$ cat src/rtl/vrf_pkg.sv
// Shared definitions for the banked vector register file: default geometry,
// the clear-sequencer state type and the lane merge helper used by both the
// write path and the read bypass.
package vrf_pkg;

    // Default geometry: 16 registers of 4 x 32-bit lanes.
    localparam int VRF_NUM_REGS = 16;
    localparam int VRF_LANES    = 4;
    localparam int VRF_LANE_W   = 32;

    // Upper bounds for lane_merge operands; LANES*LANE_W must not exceed
    // VRF_MAX_DW and LANES must not exceed VRF_MAX_LANES.
    localparam int VRF_MAX_DW    = 1024;
    localparam int VRF_MAX_LANES = 32;

    // INIT: clear sequencer is zeroing the array. RUN: normal operation.
    typedef enum logic [0:0] {
        INIT = 1'b0,
        RUN  = 1'b1
    } vrf_state_t;

    // Merge two rows lane by lane: lanes whose mask bit is set come from
    // new_val, all others from old_val. Operands are zero-padded to the
    // maximum width by the caller; lane_w is the per-lane width in bits.
    // The lane mask is walked from its MSB with constant indices so the
    // function folds to plain wiring for a constant lane_w.
    function automatic logic [VRF_MAX_DW-1:0] lane_merge(
        input logic [VRF_MAX_DW-1:0]    old_val,
        input logic [VRF_MAX_DW-1:0]    new_val,
        input logic [VRF_MAX_LANES-1:0] mask,
        input int                       lane_w
    );
        logic [VRF_MAX_DW-1:0]    lane_ones;
        logic [VRF_MAX_DW-1:0]    bit_mask;
        logic [VRF_MAX_LANES-1:0] m;
        lane_ones = {VRF_MAX_DW{1'b1}} >> (VRF_MAX_DW - lane_w);
        bit_mask  = '0;
        m         = mask;
        for (int i = 0; i < VRF_MAX_LANES; i++) begin
            bit_mask = bit_mask << lane_w;
            if (m[VRF_MAX_LANES-1]) begin
                bit_mask = bit_mask | lane_ones;
            end
            m = m << 1;
        end
        return (old_val & ~bit_mask) | (new_val & bit_mask);
    endfunction

endpackage

$ cat src/rtl/vrf_clear_seq.sv
// Clear sequencer for vrf_banked. After reset or a clr request it walks
// every register address once, emitting a clear-write strobe per edge, and
// raises ready on the edge that clears the last register.
module vrf_clear_seq
    import vrf_pkg::*;
#(
    parameter  int NUM_REGS = VRF_NUM_REGS,
    localparam int AW       = $clog2(NUM_REGS)
) (
    input  logic          clk,
    input  logic          rst_n,
    input  logic          clr,
    output vrf_state_t    state,
    output logic          ready,
    output logic          clr_we,
    output logic [AW-1:0] clr_addr
);

    localparam logic [AW-1:0] LAST_ADDR = AW'(NUM_REGS - 1);

    logic [AW-1:0] cnt;

    // State, clear counter and ready flag; reset beats clr, clr restarts the walk.
    always_ff @(posedge clk) begin
        if (!rst_n) begin
            state <= INIT;
            cnt   <= '0;
            ready <= 1'b0;
        end else if (clr) begin
            state <= INIT;
            cnt   <= '0;
            ready <= 1'b0;
        end else if (state == INIT) begin
            cnt <= cnt + 1'b1;
            if (cnt == LAST_ADDR) begin
                state <= RUN;
                ready <= 1'b1;
            end
        end
    end

    // Every INIT edge zeroes the register the counter points at.
    always_comb begin
        clr_we   = (state == INIT);
        clr_addr = cnt;
    end

endmodule

$ cat src/rtl/vrf_banked.sv
// Banked vector register file: one storage bank per lane with per-lane
// write enables, two registered read ports and a hardware clear sequence.
// Optional feature macro: VRF_BYPASS_EN -- when defined, a read addressed
// to the register being written on the same edge returns the merged
// (post-write) row instead of the stored one.
module vrf_banked
    import vrf_pkg::*;
#(
    parameter  int NUM_REGS = VRF_NUM_REGS,
    parameter  int LANES    = VRF_LANES,
    parameter  int LANE_W   = VRF_LANE_W,
    localparam int AW       = $clog2(NUM_REGS),
    localparam int DW       = LANES * LANE_W
) (
    input  logic             clk,
    input  logic             rst_n,
    input  logic             clr,
    output logic             ready,
    input  logic             wre,
    input  logic [LANES-1:0] wmask,
    input  logic [AW-1:0]    a1,
    input  logic [AW-1:0]    a2,
    input  logic [AW-1:0]    a3,
    input  logic [DW-1:0]    wd3,
    output logic [DW-1:0]    rd1,
    output logic [DW-1:0]    rd2
);

    vrf_state_t    state;
    logic          clr_we;
    logic [AW-1:0] clr_addr;

    logic             user_we;
    logic [AW-1:0]    wr_addr;
    logic [LANES-1:0] lane_we;
    logic [DW-1:0]    wr_row;
    logic [DW-1:0]    row1;
    logic [DW-1:0]    row2;

    // Zero-padded operands and results of the shared lane merge helper.
    logic [VRF_MAX_DW-1:0]    wd_pad;
    logic [VRF_MAX_LANES-1:0] mask_pad;
    logic [VRF_MAX_DW-1:0]    user_full;
    logic [DW-1:0]            user_row;
`ifdef VRF_BYPASS_EN
    logic [VRF_MAX_DW-1:0]    row1_pad;
    logic [VRF_MAX_DW-1:0]    row2_pad;
    logic [VRF_MAX_DW-1:0]    byp1_full;
    logic [VRF_MAX_DW-1:0]    byp2_full;
    logic [DW-1:0]            byp1_row;
    logic [DW-1:0]            byp2_row;
`endif
    logic                     unused_pad_bits;

    vrf_clear_seq #(
        .NUM_REGS (NUM_REGS)
    ) u_clear_seq (
        .clk      (clk),
        .rst_n    (rst_n),
        .clr      (clr),
        .state    (state),
        .ready    (ready),
        .clr_we   (clr_we),
        .clr_addr (clr_addr)
    );

    // A user write is accepted only in RUN and loses to both reset and clr.
    always_comb begin
        user_we = rst_n && !clr && (state == RUN) && wre;
    end

    // Masked write data and (optionally) bypass rows via the lane merge helper.
    always_comb begin
        wd_pad                = '0;
        wd_pad[DW-1:0]        = wd3;
        mask_pad              = '0;
        mask_pad[LANES-1:0]   = wmask;
        user_full             = lane_merge('0, wd_pad, mask_pad, LANE_W);
        user_row              = user_full[DW-1:0];
`ifdef VRF_BYPASS_EN
        row1_pad              = '0;
        row1_pad[DW-1:0]      = row1;
        row2_pad              = '0;
        row2_pad[DW-1:0]      = row2;
        byp1_full             = lane_merge(row1_pad, wd_pad, mask_pad, LANE_W);
        byp2_full             = lane_merge(row2_pad, wd_pad, mask_pad, LANE_W);
        byp1_row              = byp1_full[DW-1:0];
        byp2_row              = byp2_full[DW-1:0];
        unused_pad_bits       = ^{user_full, byp1_full, byp2_full};
`else
        unused_pad_bits       = ^user_full;
`endif
    end

    // Single array write port: clear sequencer writes all lanes with zero,
    // otherwise the user write touches only its masked lanes.
    always_comb begin
        wr_addr = a3;
        wr_row  = user_row;
        lane_we = '0;
        if (clr_we) begin
            wr_addr = clr_addr;
            wr_row  = '0;
            lane_we = '1;
        end else if (user_we) begin
            lane_we = wmask;
        end
    end

    // One storage bank per lane; writes are per-lane enabled, reads are
    // assembled into full rows and captured by the read registers below.
    for (genvar gi = 0; gi < LANES; gi++) begin : g_lane
        logic [LANE_W-1:0] bank [NUM_REGS];

        // Lane write: commits on the edge, visible to reads on the next edge.
        always_ff @(posedge clk) begin
            if (lane_we[gi]) begin
                bank[wr_addr] <= wr_row[gi*LANE_W +: LANE_W];
            end
        end

        assign row1[gi*LANE_W +: LANE_W] = bank[a1];
        assign row2[gi*LANE_W +: LANE_W] = bank[a2];
    end

    // Registered read ports: zero in reset and INIT, stored (or bypassed) row in RUN.
    always_ff @(posedge clk) begin
        if (!rst_n) begin
            rd1 <= '0;
            rd2 <= '0;
        end else if (state != RUN) begin
            rd1 <= '0;
            rd2 <= '0;
        end else begin
`ifdef VRF_BYPASS_EN
            rd1 <= (user_we && (a3 == a1)) ? byp1_row : row1;
            rd2 <= (user_we && (a3 == a2)) ? byp2_row : row2;
`else
            rd1 <= row1;
            rd2 <= row2;
`endif
        end
    end

endmodule

$ cat config.mk
export PLATFORM = sky130hd
export DESIGN_NAME = vrf_banked
export DESIGN_NICKNAME = d
export VERILOG_FILES = /design/src/rtl/vrf_pkg.sv /design/src/rtl/vrf_clear_seq.sv /design/src/rtl/vrf_banked.sv
export SDC_FILE = /design/constraint.sdc
export NUM_CORES = 2
export LEC_CHECK = 0
export BUFFER_PORTS_ARGS = -buffer_cell sky130_fd_sc_hd__buf_2
export CAP_MARGIN = 20
export CELL_PAD_IN_SITES_DETAIL_PLACEMENT = 0
export CELL_PAD_IN_SITES_GLOBAL_PLACEMENT = 2
export CORE_ASPECT_RATIO = 1.25
export CORE_MARGIN = 5
export CORE_UTILIZATION = 49
export DETAILED_ROUTE_END_ITERATION = 10
export HOLD_SLACK_MARGIN = 0.1
export PLACE_DENSITY = 0.84
export SLEW_MARGIN = 25
export SYNTH_ARGS = -nofsm -noshare
export SYNTH_HDL_FRONTEND = slang
export SYNTH_SLANG_ARGS = --single-unit
export TNS_END_PERCENT = 5
$ cat constraint.sdc
create_clock -name clk -period 7.4 [get_ports clk]
set_clock_uncertainty 0.05 [all_clocks]
set_input_delay 1.11 -clock clk [delete_from_list [all_inputs] [get_ports clk]]
set_output_delay 1.11 -clock clk [all_outputs]
set_load 0.02 [all_outputs]
# [Word level (Yosys, flattened, before mapping)]
# Memory sizes are Yosys's and may differ from the RTL's. A register that Yosys moved wholly into a read port is not among the register bits.
# Index checks and enable logic that the tools add are counted.
[classes] add_sub_neg=1 n_eq_ne=1 muxes=18 n_bitwise=3 reduce_logical=15
[op_table] operator="$and 128x128->128" n=1
[op_table] operator="$mux 128" n=1
[op_table] operator="$mux 32" n=4
[op_table] operator="$mux 4" n=3
[op_table] operator="$mux 1" n=10
[op_table] operator="$logic_not 1->1" n=9
[op_table] operator="$add 4x1->4 const B" n=1
[op_table] operator="$eq 4x4->1 const B" n=1
[op_table] operator="$reduce_and 2->1" n=2
[op_table] operator="$logic_and 1x1->1" n=3
[op_table] operator="$not 1->1" n=2
[op_table] operator="$reduce_or 2->1" n=1
[totals] register_bits=6 ram_bits=2048 in_bits=148 output_inout_bits=257 wordCells=45 mem_count=4
[memory_table] memory="g_lane[0].bank" depth=16 width=32 rd=2 rd_clocked_by_memory_dff=2 write_ports=1 line_no="vrf_banked.sv:113" source="logic [LANE_W-1:0] bank [NUM_REGS];"
[memory_table] memory="g_lane[1].bank" depth=16 width=32 rd=2 rd_clocked_by_memory_dff=2 write_ports=1 line_no="vrf_banked.sv:113"
[memory_table] memory="g_lane[2].bank" depth=16 width=32 rd=2 rd_clocked_by_memory_dff=2 write_ports=1 line_no="vrf_banked.sv:113"
[memory_table] memory="g_lane[3].bank" depth=16 width=32 rd=2 rd_clocked_by_memory_dff=2 write_ports=1 line_no="vrf_banked.sv:113"

# [Logic depth before layout (Yosys ltp)]
[logic_depth] word_depth=8 ltp_mapped=8 ltp_nobuf=4

# [Modules after synthesis]
# Synthesis repeated with hierarchy kept, for this count alone.
[unflattened] cells_unflattened=6856 area_unflattened_um2=102554.6
[modules_own_cells] mod="vrf_banked" n_inst=1 cells_per_inst=6833 area_each_um2=102323.1 seq_area_each_um2=66623.9
[modules_own_cells] mod="vrf_clear_seq" n_inst=1 cells_per_inst=23 area_each_um2=231.5 seq_area_each_um2=120.1

# [Least setup slack after synthesis]
# Ideal clock, no wire load.
[synth_path] path_kind="input -> register" from="input port clr" to="memory g_lane[2].bank[10][0] (netlist bit), enable pin" setup_ns=0.421 arrival_time_ns=3.297 required_time_ns=6.929 path_slack_ns=3.632 path_stages=5 path_buffers=1 cell_sequence="nand2b_1 -> nor2_1 -> a21boi_1 -> clkbuf_1 -> nor2_1"
[synth_between] elab_chain_cells=8
[synth_lines] element="from (decl)" line_no="vrf_banked.sv:17" source="input logic clr,"
[synth_lines] element="$logic_not 1->1" line_no="vrf_banked.sv:69" source="user_we = rst_n && !clr && (state == RUN) && wre;"
[synth_lines] element="$logic_and 1x1->1 (3 in series)" line_no="vrf_banked.sv:69"
[synth_lines] element="$mux 4" line_no="vrf_banked.sv:105" source="end else if (user_we) begin"
[synth_lines] element="$mux 4" line_no="vrf_banked.sv:101" source="if (clr_we) begin"
[synth_lines] element="$mux 1" line_no="vrf_banked.sv:117" source="if (lane_we[gi]) begin"
[synth_lines] element="$mux 1 (implied by the code)" line_no="vrf_banked.sv:118" source="bank[wr_addr] <= wr_row[gi*LANE_W +: LANE_W];"
[synth_lines] element="to (decl)" line_no="vrf_banked.sv:113"
# No other way between the ends.

# [Final worst setup path]
[layout_path] from="register u_clear_seq.state" to="register rd2[45] (read register of g_lane[1].bank)"
[layout_between] elab_chain_cells=2
[layout_lines] element="from (decl)" line_no="vrf_clear_seq.sv:13" source="output vrf_state_t state,"
[layout_lines] element="from (signal assigned)" line_no="vrf_clear_seq.sv:26" source="state <= INIT;"
[layout_lines] element="from (signal assigned)" line_no="vrf_clear_seq.sv:30" source="state <= INIT;"
[layout_lines] element="from (signal assigned)" line_no="vrf_clear_seq.sv:36" source="state <= RUN;"
[layout_lines] element="$reduce_and 2->1 (no line)"
[layout_lines] element="$logic_not 1->1 (no line)"
[layout_lines] element="to (decl)" line_no="vrf_banked.sv:26" source="output logic [DW-1:0] rd2"
# No other way between the ends.
# A chain may end at the register's enable or synchronous reset.

==> reports/metrics.yaml <==
timing:
  setup_slack_ns: 3.57
  period_minus_slack_ns: 3.83
  final-hold-violation-count: 0
  slew-limit-headroom_pct: 26.6
  post-route-period-util_pct: 51.7
  rsz0062_at_grt: "no"
  slew_violations: 0
  setup_tns_ns: 0
  tightest_slew_ns: 1.10
  clock.fmax_mhz: 261
  setup_viol: 0
  holdWs_ns: 0.544
placement:
  hpwlAfterDp_um: 166000
  pre_cts_slack_ns: 3.17
  place_area_um2: 107000
  placedCellCount: 9545
  io_buffers: 404
  gp_congestion: 0.794
worst_setup_path:
  reg2reg_slack_ns: 3.57
  slowest_delay_ns: 0.89
  critPathSlowestCell: "buf_4"
  r2r_start: "u_clear_seq.state"
  r2r-end: "rd2[45]"
  path_common_cell: "buf_4"
  crit_arrival_ns: 4.55
  crit_type: "reg2reg"
  critPathRequiredTime_ns: 8.12
  rr_worst_depth: 6
  critPathMaxFanout: 49
  path_cells: "buf_4 -> nand2_1 -> nor2_4 -> buf_4 -> nand3_1 -> o21ai_0"
  end_kind: "register"
  critPathLaunchType: "register"
yosys:
  synth-xor-area-share_pct: 0.0256
  muxShareOfSynthArea_pct: 20.2
  synth-seq-cells: 2310
  syn_inst: 6778
  ys_top_cells_by_area: "edfxtp_1 (60%), mux2i_1 (18%), a22oi_1 (6.1%)"
  synthSimpleGateAreaFrac_pct: 3.36
  synthAdderAreaFrac_pct: 0.0122
  synth.most_common_cell: "edfxtp_1"
  netlist_top_cells_count: "edfxtp_1 (2048), mux2i_1 (1861), a22oi_1 (836)"
  syn-num-nets: 6927
  synth_flop_cell: "edfxtp_1"
  async_flop_share_pct: 0
  synth-edff-count: 2048
  ys_seq_area_share_pct: 65.1
  synth_compound_area_share_pct: 8.36
  ys_warn_count: 0
  yosys.area.top_type_share_pct: 59.9
  yosysTopAreaCell: "edfxtp_1"
  synth.distinct_cells: 36
  synth_top_family_by_area: "multiplexers"
  synth_area_um2: 103000
  syn_avg_cell_area_um2: 15.1
flow_run:
  max_cap_violations: 0
drt:
  via_count: 64000
  highest_layer: "met4"
  wl_met1_um: 129000
  remaining_drc_errors: 0
  drt_wl_total_um: 318000
  wl_met2_um: 155000
  drtIter0Drc: 6464
  firstDrtPassIters: 7
  ant_nets: 0
  drt-vias-per-instance: 6.41
  route.met3.wl_um: 21400
  wire_per_inst_um: 31.9
grt:
  grt_pass1_vias: 65500
  grt_pass1_wl_um: 454000
  grt_antenna_before_repair: 11
  grt_max_degree: 123
  grtUsageTotal_pct: 28.4
  grt_overflow: 0
clocking:
  cts_tree: "done"
  clock_latency_ns: 0.88
  cts_hold_buf: 0
  cts.sinks: 2310
  numCtsBuffers: 224
  postCtsSetupRepairBufs: 0
  clock_path_buffers: 3
  ctsResizeCount: 0
  htree_levels: 4
  clk_pin_slew_ns: 0.06
  cts_root_buffer: "clkbuf_16"
floorplan:
  dieWidth_um: 419
  dieArea_um2: 219000
  die_h_um: 522
  coreArea_um2: 208000
  num_rows: 187
  start_util_pct: 49.3
  io_pins: 405
final_layout:
  fin_util_pct: 55.2
  num-fill-cells: 16500
  drive_gt1_share_pct: 15.2
  finish.instance_area_um2: 115000
  nNetsFinal: 7182
  final_cells: 9977
  areaGrowthSynthToFinish_pct: 12.0
pwr:
  worst_ir_drop_vdd_mv: 0.265
  fin_total_pwr_mw: 27.3
  cellLeakagePower_nw: 43.2
  p_per_area_nw_per_um2: 237
worst_hold_path:
  hp-start: "u_clear_seq.clr_addr[3]"
  holdPathEnd: "u_clear_seq.state"
  min_path_type: "reg2reg"
  min_path_cells: 2
run_status:
  status: "complete, no violations"
## layout by cell type (no fill, tap or decap), drive strengths merged, types with 94 or more instances in the layout
cell type  synthesis  final
edfxtp          2048   2048
mux2i           1861   1861
a22oi            836    836
buf              320    562
nand2            312    312
clkbuf           213    294
o21ai            273    273
dfxtp            262    262
nand3            223    223
and3             128    128
mux4              94     94
## area by class of cell
type,instances,area (µm²),area share [%]
diodes,4,10.0,0.00871
clock buffers,294,6180,5.38
clock inverters,132,1370,1.19
inverters,8,32.5,0.0283
multi-input cells,3927,33400,29.1
flip-flops and latches,2310,66700,58.1
well taps,2740,3430,2.98
repair buffers,562,3720,3.23
## cells by family after synthesis
family,count (synthesis)
adders and majority gates,1
xor gates and xnor gates,3
buffers and inverters,541
and+or+nand+nor,751
AOI/OAI and AO/OA,1217
DFF,2310
muxes,1955
## worst max-delay path by stage
stage / start / end / slack [ns]
4_1_cts: u_clear_seq.state / rd2[15] / 3.62
2_1_floorplan: clr / g_lane[2].bank[10][0] / 3.63
6_report: u_clear_seq.state / rd2[45] / 3.57
3_5_place_dp: a1[2] / rd1[42] / 3.17
5_1_grt: u_clear_seq.state / rd2[15] / 3.54
3_3_place_gp: a1[2] / rd1[42] / 3.15
## report_power, final
| part | switching, mW | internal, mW | leakage (nW) |
|---|---|---|---|
| Clock | 4.96 | 6.72 | 3.73 |
| Combinational | 0.950 | 0.502 | 19.4 |
| Sequential | 0.0479 | 14.1 | 20.1 |
| Total | 5.96 | 21.3 | 43.2 |
## worst max-delay path, delay by kind of cell (launching register included)
kind	cells	cell delay [ns]
flops	1	0.68
buf+inv	2	1.45
simple gates	3	1.13
compound gates	1	0.14
## per-layer routing
| metal | global-route usage, % | up-vias |
|---|---|---|
| met2 | 47.8 | 2662 |
| li1 | - | 27500 |
| met4 | 10.8 | 0 |
| met3 | 4.00 | 588 |
| met1 | 37.5 | 33200 |
| met5 | 0 | - |
## registers in the layout, indices dropped and copies added, names as in the netlist
register,count
g_lane.bank,2048
rd1,128
rd2,128
u_clear_seq.clr_addr,4
u_clear_seq.ready,1
u_clear_seq.state,1
No activity file was read; power rests on OpenSTA's default activity.
